## src/rtl/decode_stage_pipe_pkg.sv

```systemverilog
// Shared decode definitions for decode_stage_pipe: RV32I opcodes,
// control-bundle types, immediate formats and per-opcode control constants.
package decode_pkg;

  localparam logic [6:0] OPC_OP     = 7'b0110011;
  localparam logic [6:0] OPC_OP_IMM = 7'b0010011;
  localparam logic [6:0] OPC_LOAD   = 7'b0000011;
  localparam logic [6:0] OPC_STORE  = 7'b0100011;
  localparam logic [6:0] OPC_BRANCH = 7'b1100011;
  localparam logic [6:0] OPC_LUI    = 7'b0110111;
  localparam logic [6:0] OPC_AUIPC  = 7'b0010111;
  localparam logic [6:0] OPC_JAL    = 7'b1101111;
  localparam logic [6:0] OPC_JALR   = 7'b1100111;

  typedef struct packed {
    logic mem_to_reg;
    logic reg_write;
  } ctrl_wb_t;

  typedef struct packed {
    logic mem_write;
    logic mem_read;
    logic branch;
  } ctrl_mem_t;

  typedef struct packed {
    logic [1:0] alu_op;
    logic       alu_src;
  } ctrl_exe_t;

  typedef struct packed {
    ctrl_wb_t  wb;
    ctrl_mem_t mem;
    ctrl_exe_t exe;
  } ctrl_t;

  typedef enum logic [2:0] {
    IMM_I,
    IMM_S,
    IMM_B,
    IMM_U,
    IMM_J,
    IMM_NONE
  } imm_fmt_e;

  // Control constants laid out as {wb[1:0], mem[2:0], exe[2:0]}
  localparam ctrl_t CTRL_NONE   = 8'b00_000_000;
  localparam ctrl_t CTRL_OP     = 8'b01_000_100;
  localparam ctrl_t CTRL_OP_IMM = 8'b01_000_101;
  localparam ctrl_t CTRL_LOAD   = 8'b11_010_001;
  localparam ctrl_t CTRL_STORE  = 8'b00_100_001;
  localparam ctrl_t CTRL_BRANCH = 8'b00_001_010;
  localparam ctrl_t CTRL_UPPER  = 8'b01_000_111;
  localparam ctrl_t CTRL_JUMP   = 8'b01_001_111;

endpackage

```

## src/rtl/decode_stage_pipe_if.sv

```systemverilog
// Handshake / bus bundle between IF-ID, the decode stage and execute.
// Optional macro DECO_ILLEGAL_TRAP_EN adds the out_illegal signal.
interface decode_stage_pipe_if #(
  parameter int XLEN = 32,
  parameter int RAW  = 5
);
  logic            in_valid;
  logic            in_ready;
  logic [31:0]     in_instr;
  logic [XLEN-1:0] in_pc;
  logic            wb_we;
  logic [RAW-1:0]  wb_rd;
  logic [XLEN-1:0] wb_data;
  logic            flush;
  logic            out_valid;
  logic            out_ready;
  logic [XLEN-1:0] out_pc;
  logic [XLEN-1:0] out_rs1_data;
  logic [XLEN-1:0] out_rs2_data;
  logic [XLEN-1:0] out_imm;
  logic [RAW-1:0]  out_rs1;
  logic [RAW-1:0]  out_rs2;
  logic [RAW-1:0]  out_rd;
  logic [2:0]      out_funct3;
  logic [6:0]      out_funct7;
  logic [1:0]      out_ctrl_wb;
  logic [2:0]      out_ctrl_mem;
  logic [2:0]      out_ctrl_exe;
`ifdef DECO_ILLEGAL_TRAP_EN
  logic            out_illegal;
`endif

  // Upstream/downstream side (fetch, writeback, execute)
  modport master (
    output in_valid, in_instr, in_pc, wb_we, wb_rd, wb_data, flush, out_ready,
    input  in_ready, out_valid, out_pc, out_rs1_data, out_rs2_data, out_imm,
    input  out_rs1, out_rs2, out_rd, out_funct3, out_funct7,
    input  out_ctrl_wb, out_ctrl_mem, out_ctrl_exe
`ifdef DECO_ILLEGAL_TRAP_EN
    , input out_illegal
`endif
  );

  // Decode stage side
  modport slave (
    input  in_valid, in_instr, in_pc, wb_we, wb_rd, wb_data, flush, out_ready,
    output in_ready, out_valid, out_pc, out_rs1_data, out_rs2_data, out_imm,
    output out_rs1, out_rs2, out_rd, out_funct3, out_funct7,
    output out_ctrl_wb, out_ctrl_mem, out_ctrl_exe
`ifdef DECO_ILLEGAL_TRAP_EN
    , output out_illegal
`endif
  );

endinterface

```

## src/rtl/decode_stage_pipe_imm_gen.sv

```systemverilog
// Combinational immediate generator: selects the RV32I immediate layout
// for the given format and sign-extends it to XLEN.
module imm_gen
  import decode_pkg::*;
#(
  parameter int XLEN = 32
) (
  input  logic [31:0]     instr_i,
  input  imm_fmt_e        fmt_i,
  output logic [XLEN-1:0] imm_o
);

  logic signed [31:0] imm32;

  // Assemble the 32-bit immediate per format; R-type and unknown give 0
  always_comb begin
    imm32 = '0;
    case (fmt_i)
      IMM_I:   imm32 = {{20{instr_i[31]}}, instr_i[31:20]};
      IMM_S:   imm32 = {{20{instr_i[31]}}, instr_i[31:25], instr_i[11:7]};
      IMM_B:   imm32 = {{19{instr_i[31]}}, instr_i[31], instr_i[7],
                        instr_i[30:25], instr_i[11:8], 1'b0};
      IMM_U:   imm32 = {instr_i[31:12], 12'b0};
      IMM_J:   imm32 = {{11{instr_i[31]}}, instr_i[31], instr_i[19:12],
                        instr_i[20], instr_i[30:21], 1'b0};
      default: imm32 = '0;
    endcase
  end

  // Signed size cast sign-extends when XLEN is 64
  assign imm_o = XLEN'(imm32);

endmodule

```

## src/rtl/decode_stage_pipe.sv

```systemverilog
// RV32I decode stage with integrated ID/EX pipeline register.
// Decodes immediates and control bundles, reads a bypassed register file,
// and handles valid/ready, load-use stall and flush.
// Optional macro DECO_ILLEGAL_TRAP_EN adds a registered out_illegal flag.
module decode_stage_pipe
  import decode_pkg::*;
#(
  parameter int XLEN = 32,
  parameter int NREG = 32,
  parameter int RAW  = $clog2(NREG)
) (
  input logic clk,
  input logic rst,
  decode_stage_pipe_if.slave bus
);

  logic [6:0]      opcode;
  logic [2:0]      funct3;
  logic [6:0]      funct7;
  logic [RAW-1:0]  rs1_idx, rs2_idx, rd_idx;
  logic [XLEN-1:0] imm_d;
  logic [XLEN-1:0] rs1_rd, rs2_rd;
  ctrl_t           ctrl_dec, ctrl_d;
  imm_fmt_e        fmt;
  logic            use_rs1, use_rs2;
  logic            hazard, in_ready, load_en;

  logic [XLEN-1:0] rf_q [NREG];

  logic            valid_q, valid_d;
  logic [XLEN-1:0] pc_q, rs1_data_q, rs2_data_q, imm_q;
  logic [RAW-1:0]  rs1_q, rs2_q, rd_q;
  logic [2:0]      funct3_q;
  logic [6:0]      funct7_q;
  ctrl_t           ctrl_q;

  assign opcode  = bus.in_instr[6:0];
  assign funct3  = bus.in_instr[14:12];
  assign funct7  = bus.in_instr[31:25];
  assign rd_idx  = bus.in_instr[7 +: RAW];
  assign rs1_idx = bus.in_instr[15 +: RAW];
  assign rs2_idx = bus.in_instr[20 +: RAW];

  // x0 reads zero; a same-cycle writeback to the read index is forwarded
  function automatic logic [XLEN-1:0] rf_read(input logic [RAW-1:0] idx,
                                              input logic [XLEN-1:0] stored,
                                              input logic we,
                                              input logic [RAW-1:0] wrd,
                                              input logic [XLEN-1:0] wdata);
    if (idx == '0)
      return '0;
    if (we && (wrd == idx))
      return wdata;
    return stored;
  endfunction

  // Opcode decode: control bundle, immediate format and source usage
  always_comb begin
    ctrl_dec = CTRL_NONE;
    fmt      = IMM_NONE;
    use_rs1  = 1'b1;
    use_rs2  = 1'b0;
    case (opcode)
      OPC_OP:     begin ctrl_dec = CTRL_OP;                      use_rs2 = 1'b1; end
      OPC_OP_IMM: begin ctrl_dec = CTRL_OP_IMM; fmt = IMM_I;                      end
      OPC_LOAD:   begin ctrl_dec = CTRL_LOAD;   fmt = IMM_I;                      end
      OPC_STORE:  begin ctrl_dec = CTRL_STORE;  fmt = IMM_S;     use_rs2 = 1'b1; end
      OPC_BRANCH: begin ctrl_dec = CTRL_BRANCH; fmt = IMM_B;     use_rs2 = 1'b1; end
      OPC_LUI,
      OPC_AUIPC:  begin ctrl_dec = CTRL_UPPER;  fmt = IMM_U;     use_rs1 = 1'b0; end
      OPC_JAL:    begin ctrl_dec = CTRL_JUMP;   fmt = IMM_J;     use_rs1 = 1'b0; end
      OPC_JALR:   begin ctrl_dec = CTRL_JUMP;   fmt = IMM_I;                      end
      default:    ;
    endcase
  end

`ifdef DECO_ILLEGAL_TRAP_EN
  logic illegal_d, illegal_q;

  // Flag unknown opcodes, non-base funct7 on OP, and JALR with funct3 != 0
  always_comb begin
    illegal_d = 1'b0;
    case (opcode)
      OPC_OP:     illegal_d = (funct7 != 7'b0000000) && (funct7 != 7'b0100000);
      OPC_JALR:   illegal_d = (funct3 != 3'b000);
      OPC_OP_IMM, OPC_LOAD, OPC_STORE, OPC_BRANCH,
      OPC_LUI, OPC_AUIPC, OPC_JAL: illegal_d = 1'b0;
      default:    illegal_d = 1'b1;
    endcase
  end

  assign ctrl_d = illegal_d ? CTRL_NONE : ctrl_dec;
  assign bus.out_illegal = illegal_q;
`else
  assign ctrl_d = ctrl_dec;
`endif

  imm_gen #(.XLEN(XLEN)) u_imm_gen (
    .instr_i (bus.in_instr),
    .fmt_i   (fmt),
    .imm_o   (imm_d)
  );

  assign rs1_rd = rf_read(rs1_idx, rf_q[rs1_idx], bus.wb_we, bus.wb_rd, bus.wb_data);
  assign rs2_rd = rf_read(rs2_idx, rf_q[rs2_idx], bus.wb_we, bus.wb_rd, bus.wb_data);

  // Load-use: the load in ID/EX targets a source this instruction reads
  assign hazard = valid_q && ctrl_q.mem.mem_read && (rd_q != '0) &&
                  ((use_rs1 && (rs1_idx == rd_q)) || (use_rs2 && (rs2_idx == rd_q)));
  assign in_ready = !hazard && (!valid_q || bus.out_ready);
  assign load_en  = !bus.flush && bus.in_valid && in_ready;

  // Register file: synchronous write, x0 never written, cleared on reset
  always_ff @(posedge clk or negedge rst) begin
    if (!rst) begin
      for (int i = 0; i < NREG; i++)
        rf_q[i] <= '0;
    end else if (bus.wb_we && (bus.wb_rd != '0)) begin
      rf_q[bus.wb_rd] <= bus.wb_data;
    end
  end

  // ID/EX valid next-state: flush, load, bubble, drain, else hold
  always_comb begin
    valid_d = valid_q;
    if (bus.flush)
      valid_d = 1'b0;
    else if (load_en)
      valid_d = 1'b1;
    else if (hazard && bus.out_ready)
      valid_d = 1'b0;
    else if (bus.out_ready && !bus.in_valid)
      valid_d = 1'b0;
  end

  // ID/EX register: valid every cycle, payload only when an instruction loads
  always_ff @(posedge clk or negedge rst) begin
    if (!rst) begin
      valid_q    <= 1'b0;
      pc_q       <= '0;
      rs1_data_q <= '0;
      rs2_data_q <= '0;
      imm_q      <= '0;
      rs1_q      <= '0;
      rs2_q      <= '0;
      rd_q       <= '0;
      funct3_q   <= '0;
      funct7_q   <= '0;
      ctrl_q     <= CTRL_NONE;
`ifdef DECO_ILLEGAL_TRAP_EN
      illegal_q  <= 1'b0;
`endif
    end else begin
      valid_q <= valid_d;
      if (load_en) begin
        pc_q       <= bus.in_pc;
        rs1_data_q <= rs1_rd;
        rs2_data_q <= rs2_rd;
        imm_q      <= imm_d;
        rs1_q      <= rs1_idx;
        rs2_q      <= rs2_idx;
        rd_q       <= rd_idx;
        funct3_q   <= funct3;
        funct7_q   <= funct7;
        ctrl_q     <= ctrl_d;
`ifdef DECO_ILLEGAL_TRAP_EN
        illegal_q  <= illegal_d;
`endif
      end
    end
  end

  assign bus.in_ready     = in_ready;
  assign bus.out_valid    = valid_q;
  assign bus.out_pc       = pc_q;
  assign bus.out_rs1_data = rs1_data_q;
  assign bus.out_rs2_data = rs2_data_q;
  assign bus.out_imm      = imm_q;
  assign bus.out_rs1      = rs1_q;
  assign bus.out_rs2      = rs2_q;
  assign bus.out_rd       = rd_q;
  assign bus.out_funct3   = funct3_q;
  assign bus.out_funct7   = funct7_q;
  assign bus.out_ctrl_wb  = ctrl_q.wb;
  assign bus.out_ctrl_mem = ctrl_q.mem;
  assign bus.out_ctrl_exe = ctrl_q.exe;

endmodule

```

## src/flat_wrapper.sv

```systemverilog
// flat-port wrapper written by rule: the top's interface ports become plain ports
module decode_stage_pipe_flat import decode_pkg::*;
#(
  parameter int XLEN = 32,
  parameter int NREG = 32,
  parameter int RAW  = $clog2(NREG)
)
  (clk, rst, bus_in_valid, bus_in_instr, bus_in_pc, bus_wb_we, bus_wb_rd, bus_wb_data, bus_flush, bus_out_ready, bus_in_ready, bus_out_valid, bus_out_pc, bus_out_rs1_data, bus_out_rs2_data, bus_out_imm, bus_out_rs1, bus_out_rs2, bus_out_rd, bus_out_funct3, bus_out_funct7, bus_out_ctrl_wb, bus_out_ctrl_mem, bus_out_ctrl_exe);
  decode_stage_pipe_if #(.XLEN(XLEN), .RAW(RAW)) bus_i ();
  input logic clk;
  input logic rst;
  input wire logic [$bits(bus_i.in_valid)-1:0] bus_in_valid;
  input wire logic [$bits(bus_i.in_instr)-1:0] bus_in_instr;
  input wire logic [$bits(bus_i.in_pc)-1:0] bus_in_pc;
  input wire logic [$bits(bus_i.wb_we)-1:0] bus_wb_we;
  input wire logic [$bits(bus_i.wb_rd)-1:0] bus_wb_rd;
  input wire logic [$bits(bus_i.wb_data)-1:0] bus_wb_data;
  input wire logic [$bits(bus_i.flush)-1:0] bus_flush;
  input wire logic [$bits(bus_i.out_ready)-1:0] bus_out_ready;
  output wire logic [$bits(bus_i.in_ready)-1:0] bus_in_ready;
  output wire logic [$bits(bus_i.out_valid)-1:0] bus_out_valid;
  output wire logic [$bits(bus_i.out_pc)-1:0] bus_out_pc;
  output wire logic [$bits(bus_i.out_rs1_data)-1:0] bus_out_rs1_data;
  output wire logic [$bits(bus_i.out_rs2_data)-1:0] bus_out_rs2_data;
  output wire logic [$bits(bus_i.out_imm)-1:0] bus_out_imm;
  output wire logic [$bits(bus_i.out_rs1)-1:0] bus_out_rs1;
  output wire logic [$bits(bus_i.out_rs2)-1:0] bus_out_rs2;
  output wire logic [$bits(bus_i.out_rd)-1:0] bus_out_rd;
  output wire logic [$bits(bus_i.out_funct3)-1:0] bus_out_funct3;
  output wire logic [$bits(bus_i.out_funct7)-1:0] bus_out_funct7;
  output wire logic [$bits(bus_i.out_ctrl_wb)-1:0] bus_out_ctrl_wb;
  output wire logic [$bits(bus_i.out_ctrl_mem)-1:0] bus_out_ctrl_mem;
  output wire logic [$bits(bus_i.out_ctrl_exe)-1:0] bus_out_ctrl_exe;
  assign bus_i.in_valid = bus_in_valid;
  assign bus_i.in_instr = bus_in_instr;
  assign bus_i.in_pc = bus_in_pc;
  assign bus_i.wb_we = bus_wb_we;
  assign bus_i.wb_rd = bus_wb_rd;
  assign bus_i.wb_data = bus_wb_data;
  assign bus_i.flush = bus_flush;
  assign bus_i.out_ready = bus_out_ready;
  assign bus_in_ready = bus_i.in_ready;
  assign bus_out_valid = bus_i.out_valid;
  assign bus_out_pc = bus_i.out_pc;
  assign bus_out_rs1_data = bus_i.out_rs1_data;
  assign bus_out_rs2_data = bus_i.out_rs2_data;
  assign bus_out_imm = bus_i.out_imm;
  assign bus_out_rs1 = bus_i.out_rs1;
  assign bus_out_rs2 = bus_i.out_rs2;
  assign bus_out_rd = bus_i.out_rd;
  assign bus_out_funct3 = bus_i.out_funct3;
  assign bus_out_funct7 = bus_i.out_funct7;
  assign bus_out_ctrl_wb = bus_i.out_ctrl_wb;
  assign bus_out_ctrl_mem = bus_i.out_ctrl_mem;
  assign bus_out_ctrl_exe = bus_i.out_ctrl_exe;
  decode_stage_pipe #(.XLEN(XLEN), .NREG(NREG), .RAW(RAW)) u_core (.clk(clk), .rst(rst), .bus(bus_i));
endmodule
```

## config.mk

```make
export PLATFORM = sky130hd
export DESIGN_NAME = decode_stage_pipe_flat
export DESIGN_NICKNAME = d
export VERILOG_FILES = /design/src/rtl/decode_stage_pipe_pkg.sv /design/src/rtl/decode_stage_pipe_if.sv /design/src/rtl/decode_stage_pipe_imm_gen.sv /design/src/rtl/decode_stage_pipe.sv /design/src/flat_wrapper.sv
export SDC_FILE = /design/constraint.sdc
export NUM_CORES = 2
export LEC_CHECK = 0
export BUFFER_PORTS_ARGS = -buffer_cell sky130_fd_sc_hd__buf_2
export CORE_MARGIN = 8
export CORE_UTILIZATION = 49
export DETAILED_ROUTE_END_ITERATION = 7
export HOLD_SLACK_MARGIN = 0.08
export PLACE_DENSITY = 0.66
export SYNTH_ARGS = -nofsm -noshare
export SYNTH_HDL_FRONTEND = slang
export SYNTH_SLANG_ARGS = --single-unit
```

## constraint.sdc

```tcl
create_clock -name clk -period 3.48 [get_ports clk]
set_input_delay 0.174 -clock clk [delete_from_list [all_inputs] [get_ports clk]]
set_output_delay 0.174 -clock clk [all_outputs]
set_load 0.02 [all_outputs]
```

Word-level counts from Yosys, hierarchy flattened
Index checks and enable logic that the tools add are counted.
{"block": "totals", "ff_bits": 1186, "out_inout_bits": 163}
{"block": "op_classes", "order_cmp": 4, "n_eq_ne": 17, "n_mux": 32, "n_bitwise": 3, "reduce_logical": 31}
{"cell": "1024-bit bitwise mux", "n": 1}
{"cell": "32-bit two-way mux", "n": 13}
{"cell": "32-bit binary-select mux with 5-bit select", "n": 2}
{"cell": "32-bit demux with 5-bit select", "n": 1}
{"cell": "32-bit case mux with 5 select lines", "n": 1}
{"cell": "8-bit case mux with 7 select lines", "n": 1}
{"cell": "7-bit by 6-bit equality test with 1-bit output (second input constant)", "n": 3}
{"cell": "7-bit equality test (second input constant)", "n": 3}
{"cell": "5-bit equality test", "n": 4}
{"cell": "6-bit >= comparator (second input constant)", "n": 3}
{"cell": "5-bit NOT with 6-bit output", "n": 3}
{"cell": "3-bit case mux with 5 select lines", "n": 1}
{"cell": "7-bit by 5-bit equality test with 1-bit output (second input constant)", "n": 2}
{"cell": "1-bit logical AND", "n": 14}
{"cell": "1-bit two-way mux", "n": 12}
{"cell": "5-bit zero test", "n": 2}
{"cell": "5-bit nonzero test", "n": 2}
{"cell": "3-bit OR reduction", "n": 3}
{"cell": "7-bit by 2-bit equality test with 1-bit output (second input constant)", "n": 1}
{"cell": "3-bit by 2-bit equality test with 1-bit output (second input constant)", "n": 2}
{"cell": "6-bit by 1-bit < comparator with 1-bit output (second input constant)", "n": 1}
{"cell": "1-bit zero test", "n": 4}
{"cell": "4-bit nonzero test", "n": 1}
{"cell": "2-bit OR reduction", "n": 2}
{"cell": "4 further kinds", "n": 5}

Depth between registers and ports, before layout
{"block": "depth", "depth_word": 11, "depth_mapped": 11, "depth_no_buf": 6}

Hierarchy
A second synthesis with hierarchy kept.
{"block": "unflattened", "cells_unflattened": 3972, "hier_area_um2": 59761.1}
{"mod": "decode_stage_pipe", "instances": 1, "cells_each": 3878, "area_each_um2": 59220.5, "seq_area_each_um2": 29653.4}
{"mod": "imm_gen", "instances": 1, "cells_each": 94, "area_each_um2": 540.5, "seq_area_each_um2": 0.0}

Worst setup path after synthesis
No wires, ideal clock.
{"block": "synth_timing", "path_kind": "reg-to-reg", "from": "register u_core.rd_q[0] (netlist: u_core.bus.out_rd[0])", "to": "register u_core.rs2_data_q[23] (netlist: u_core.bus.out_rs2_data[23])", "arrival_ns": 2.337, "t_required_ns": 3.348, "setup_slack_ns": 1.012, "stages_incl_launch_ff": 11, "path_buffers": 4, "synth_period_minus_slack_ns": 2.468, "path_cell_list": "dfrtp_1 > or4_1 > o211ai_2 > or4_1 > o22ai_2 > or2_1 > buf_2 > buf_6 > buf_6 > buf_4 > o2bb2ai_1"}
{"block": "synth_via", "elab_chain_cells": 7, "word_cells_on_any_way": 11, "classes_between": "eq/ne (2); reduce/logical (9)"}
{"item": "start: declaration", "line_no": "decode_stage_pipe.sv:32", "rtl": "logic [RAW-1:0] rs1_q, rs2_q, rd_q;"}
{"item": "start signal: assignment", "line_no": "decode_stage_pipe.sv:162", "rtl": "rd_q <= rd_idx;"}
{"item": "5-bit equality test", "line_no": "decode_stage_pipe.sv:109", "rtl": "((use_rs1 && (rs1_idx == rd_q)) || (use_rs2 && (rs2_idx == rd_q)));"}
{"item": "1-bit logical AND", "line_no": "decode_stage_pipe.sv:109"}
{"item": "1-bit logical OR", "line_no": "decode_stage_pipe.sv:109"}
{"item": "1-bit logical AND (*)", "line_no": "decode_stage_pipe.sv:108", "rtl": "assign hazard = valid_q && ctrl_q.mem.mem_read && (rd_q != '0) &&"}
{"item": "1-bit zero test (*)", "line_no": "decode_stage_pipe.sv:110", "rtl": "assign in_ready = !hazard && (!valid_q || bus.out_ready);"}
{"item": "1-bit logical AND (*)", "line_no": "decode_stage_pipe.sv:110"}
{"item": "1-bit logical AND (*)", "line_no": "decode_stage_pipe.sv:111", "rtl": "assign load_en = !bus.flush && bus.in_valid && in_ready;"}
{"item": "end signal: assignment", "line_no": "decode_stage_pipe.sv:158", "rtl": "rs2_data_q <= rs2_rd;"}
{"item": "end: declaration", "line_no": "decode_stage_pipe.sv:31", "rtl": "logic [XLEN-1:0] pc_q, rs1_data_q, rs2_data_q, imm_q;"}
Every way passes the cells marked *; elsewhere a longest branch is shown, timed or not.
A chain may end at the register's enable or synchronous reset.

Final worst setup path
{"block": "layout_timing", "from": "register u_core.rd_q[0] (netlist: u_core.bus.out_rd[0])", "to": "output bus_in_ready"}
{"block": "layout_via", "elab_chain_cells": 6, "word_cells_on_any_way": 10, "classes_between": "eq/ne (2); reduce/logical (8)"}
{"item": "5-bit equality test", "line_no": "decode_stage_pipe.sv:109"}
{"item": "1-bit logical AND", "line_no": "decode_stage_pipe.sv:109"}
{"item": "1-bit logical OR", "line_no": "decode_stage_pipe.sv:109"}
{"item": "1-bit logical AND (*)", "line_no": "decode_stage_pipe.sv:108"}
{"item": "1-bit zero test (*)", "line_no": "decode_stage_pipe.sv:110"}
{"item": "1-bit logical AND (*)", "line_no": "decode_stage_pipe.sv:110"}
{"item": "end: declaration", "line_no": "flat_wrapper.sv:20", "rtl": "output wire logic [$bits(bus_i.in_ready)-1:0] bus_in_ready;"}
Marked as above.

==> qor.txt <==
OUTCOME
--------------------------------------------------------------------------------------
Outcome                                                                      completed

MIN PATH
--------------------------------------------------------------------------------------
Min-delay worst type                                                      input port to register

FINISH
--------------------------------------------------------------------------------------
# nets final                                                                      4899
Commonest non-fill, non-tap cells in the layout                           1185 x sky130_fd_sc_hd__dfrtp_1, 1103 x sky130_fd_sc_hd__mux2_2, 481 x sky130_fd_sc_hd__mux2i_1, 280 x sky130_fd_sc_hd__mux4_2, 262 x sky130_fd_sc_hd__buf_2
Most common cell after layout, fill and taps aside                        sky130_fd_sc_hd__dfrtp_1
Filler instances                                                                 10100
Post-route standard cell area excluding fillers                            0.0709 mm^2
Synth-to-Final Area Change                                                       14.5%
Share of final-layout standard cells stronger than drive strength 1              0.427

ROUTE
--------------------------------------------------------------------------------------
Number of vias after detailed routing                                            43400
Total Routed Length                                                          207000 um
Number of vias per cell after detailed routing                                    6.64
Number of detailed-routing iterations run before antenna repair                      6
Per-cell routed wire length                                                    31.7 um
Remaining antenna violation count after routing                                      0
DRC violation count after routing                                                    0
Starting DRC count in detailed routing                                            4995

CTS
--------------------------------------------------------------------------------------
Sink count of the clock tree                                                      1185
Deepest clock path buffer count                                                      3
CTS root buf                                                              sky130_fd_sc_hd__clkbuf_16
Clock slew at the register clock pins of the worst setup and hold paths        0.06 ns
Number of buffers created by CTS                                                   130
Worst-skew pair later-pin latency                                              0.77 ns
H-tree lvl count                                                                     4
Clock tree from TritonCTS                                                          yes

PLACED DESIGN
--------------------------------------------------------------------------------------
# port buffers                                                                     269
Area of placed instances                                                   0.0655 mm^2
Setup slack after placement                                                   0.602 ns
Post-DP HPWL                                                                 125000 um
Routability congestion estimate                                                  0.866

SETUP PATH
--------------------------------------------------------------------------------------
Category of the most critical setup path                                  register to output port
Number of buffers and inverters on the critical path                                 2
Kind of start point of the critical path                                      register
Critical path data required time                                               3.31 ns
Crit-path cells                                                           or4_1, o211ai_2, or4_1, o22ai_4, buf_4, a21oi_1, buf_2
Dominant cell type by count on the critical path                          sky130_fd_sc_hd__or4_1
Critical Path Max Stage Delay                                                  0.59 ns
Endpoint kind of the worst setup timing path                               output port
Critical Path Fanout Max                                                            42
Library cell contributing the largest single delay on the critical path   sky130_fd_sc_hd__or4_1
Family with the most delay on the worst path                              simple AND/OR/NAND/NOR gates
Arrival time reported for the critical path endpoint                           3.02 ns

STA
--------------------------------------------------------------------------------------
Normalized max-slew margin                                                       0.230
Total count of max-transition violations in the final report                         0
Maximum operating frequency                                                  0.313 GHz
Final setup fails                                                                    0
Share of the clock period used by the worst path                                 0.917
Worst Slack Setup Final                                                       0.289 ns
Min Clock Period, post-route                                                   3.19 ns
Setup TNS                                                                         0 ns
Skew final                                                                   0.0367 ns
Count of final hold-check violations                                                 0
RSZ-0062 raised after global routing                                                no
Least-Margin Pin Slew                                                          1.15 ns

GLOBAL ROUTE
--------------------------------------------------------------------------------------
Antenna violations before repair                                                    12
Total routing usage reported by global routing                                   0.297
Vias in the first global route                                                   44400
Wire length of the first global-routing pass                                 306000 um
Pin count of the biggest net entering global routing                               121
GRT Residual Overflow                                                                0

YOSYS
--------------------------------------------------------------------------------------
Cells after Synth                                                                 4617
Sequential element share of the synthesized area                                 0.479
#FFs+latches synth                                                                1185
Area contributors post-synth                                              sky130_fd_sc_hd__dfrtp_1 48%, sky130_fd_sc_hd__mux2_2 20%, sky130_fd_sc_hd__mux4_2 10%, sky130_fd_sc_hd__mux2i_1 7.8%, sky130_fd_sc_hd__a22oi_1 2.5%
Share of synthesized flip-flops with an asynchronous set or reset                 1.00
Total nets after synthesis                                                        4724
Synth warn                                                                           0
Yosys cell types                                                                    56
Yosys top cell by area                                                    sky130_fd_sc_hd__dfrtp_1
Commonest register cell after synthesis                                   sky130_fd_sc_hd__dfrtp_1
Area of the mapped netlist                                                 0.0619 mm^2
Avg Synthesized Cell Area                                                    13.4 um^2
Count of flip-flops with a built-in enable after synthesis                           0
Fraction of synthesized cell area taken by the top area cell type                0.479

PWR
--------------------------------------------------------------------------------------
Maximum vdd ir drop                                                           0.544 mV
Leak Pwr                                                                       31.9 nW
Power density cells                                                        577 mW/mm^2

DIE
--------------------------------------------------------------------------------------
Vert. Die Dim                                                                   371 um
Floorplan Core Area                                                         0.125 mm^2
Starting density of the core                                                     0.493
Number of top-level design ports                                                   270
X dimension of the die                                                          371 um
DIE AREA                                                                    0.138 mm^2
Number of placement rows                                                           130

RUN
--------------------------------------------------------------------------------------
Number of maximum-capacitance violations                                             0

-- cell usage after synthesis, types with 28 or more instances --
cell / n
sky130_fd_sc_hd__a2111oi_0: 53
sky130_fd_sc_hd__a21oi_1: 127
sky130_fd_sc_hd__a22o_1: 55
sky130_fd_sc_hd__a22oi_1: 209
sky130_fd_sc_hd__buf_1: 78
sky130_fd_sc_hd__buf_2: 99
sky130_fd_sc_hd__clkbuf_1: 316
sky130_fd_sc_hd__dfrtp_1: 1185
sky130_fd_sc_hd__mux2_2: 1103
sky130_fd_sc_hd__mux2i_1: 481
sky130_fd_sc_hd__mux4_2: 280
sky130_fd_sc_hd__nand2_1: 98
sky130_fd_sc_hd__nand3_1: 42
sky130_fd_sc_hd__nor2_1: 75
sky130_fd_sc_hd__nor3_1: 41
sky130_fd_sc_hd__o21ai_0: 111
sky130_fd_sc_hd__o22ai_1: 28
-- final timing paths --
kind                       cells after the start                  from  slack, ns                   endpoint
setup reg to reg                               8  u_core.bus.out_rd[0]       0.50  u_core.bus.out_ctrl_wb[1]
min in group asynchronous                      3                   rst       0.25           u_core.rf_q[492]
hold reg to reg                                0     u_core.rf_q[1014]       0.40          u_core.rf_q[1014]
max in group asynchronous                      3                   rst       2.49           u_core.rf_q[696]
hold / removal                                 3      bus_in_instr[20]       0.13     u_core.bus.out_imm[20]
setup / recovery                               7  u_core.bus.out_rd[0]       0.29               bus_in_ready
-- cells by family (layout without fill, tap and decap cells) --
kind of cell	Yosys count	in the layout	share of synthesized area
xor+xnor	20	20	0.00283
other cells	0	4	0
mux	1864	1864	0.380
compound gates	682	682	0.0764
flops	1185	1185	0.479
buf+inv	533	801	0.0355
simple gates	333	333	0.0255
-- registers in the layout, indices dropped and copies added, names as in the netlist, 5 cells and up --
register,count
u_core.rf_q,1024
u_core.bus.out_imm,32
u_core.bus.out_pc,32
u_core.bus.out_rs1_data,32
u_core.bus.out_rs2_data,32
u_core.bus.out_funct7,7
u_core.bus.out_rd,5
u_core.bus.out_rs1,5
u_core.bus.out_rs2,5
-- final cells by class --
type	count	area (um^2)	share of cell area
multi-input combinational	2899	30300	0.427
sequential	1185	29700	0.418
timing repair buffer	551	4420	0.0623
clock buffer	198	3990	0.0563
tap	1650	2060	0.0291
clock inverter	27	379	0.00535
inverter	25	96.3	0.00136
antenna	4	10.0	0.000141
-- worst register-to-register path: stages, from the launching register on --
cell	delay, ns
sky130_fd_sc_hd__dfrtp_1	0.44
sky130_fd_sc_hd__or4_1	0.57
sky130_fd_sc_hd__o211ai_2	0.23
sky130_fd_sc_hd__or4_1	0.20
sky130_fd_sc_hd__o22ai_4	0.09
sky130_fd_sc_hd__or2_4	0.31
sky130_fd_sc_hd__buf_12	0.19
sky130_fd_sc_hd__o41ai_2	0.30
sky130_fd_sc_hd__dlygate4sd3_1	0.58
-- power breakdown --
group | switching, mW | internal, mW
registers | 1.94 | 16.3
clock network | 5.73 | 8.54
logic | 3.83 | 4.48
-- timing repair --
action,CTS,global route
buffers inserted,0,0
hold buffers,101,0
endpoints found under the setup margin,0,0
resized for setup,0,0
endpoints found under the hold margin,1745,0
-- per-layer routing --
| layer | part of all wire | track usage |
|---|---|---|
| met1 | 0.41 | 0.401 |
| met2 | 0.46 | 0.461 |
| met3 | 0.088 | 0.0645 |
| met4 | 0.046 | 0.135 |
| met5 | 0.00020 | 0 |
-- metrics by stage --
stage / util / hold slack, ns / power (mW) / std cells
after global routing: 0.565 / 0.151 / 42.5 / 6538
after detailed placement: 0.522 / 0.210 / 26.6 / 6209
after global placement: 0.522 / 0.207 / 26.3 / 6209
final: 0.565 / 0.132 / 40.9 / 6539
after floorplan: - / -0.122 / 23.8 / 4617
after CTS: 0.565 / 0.0866 / 40.9 / 6535
Power figures use the tool's default switching activity.
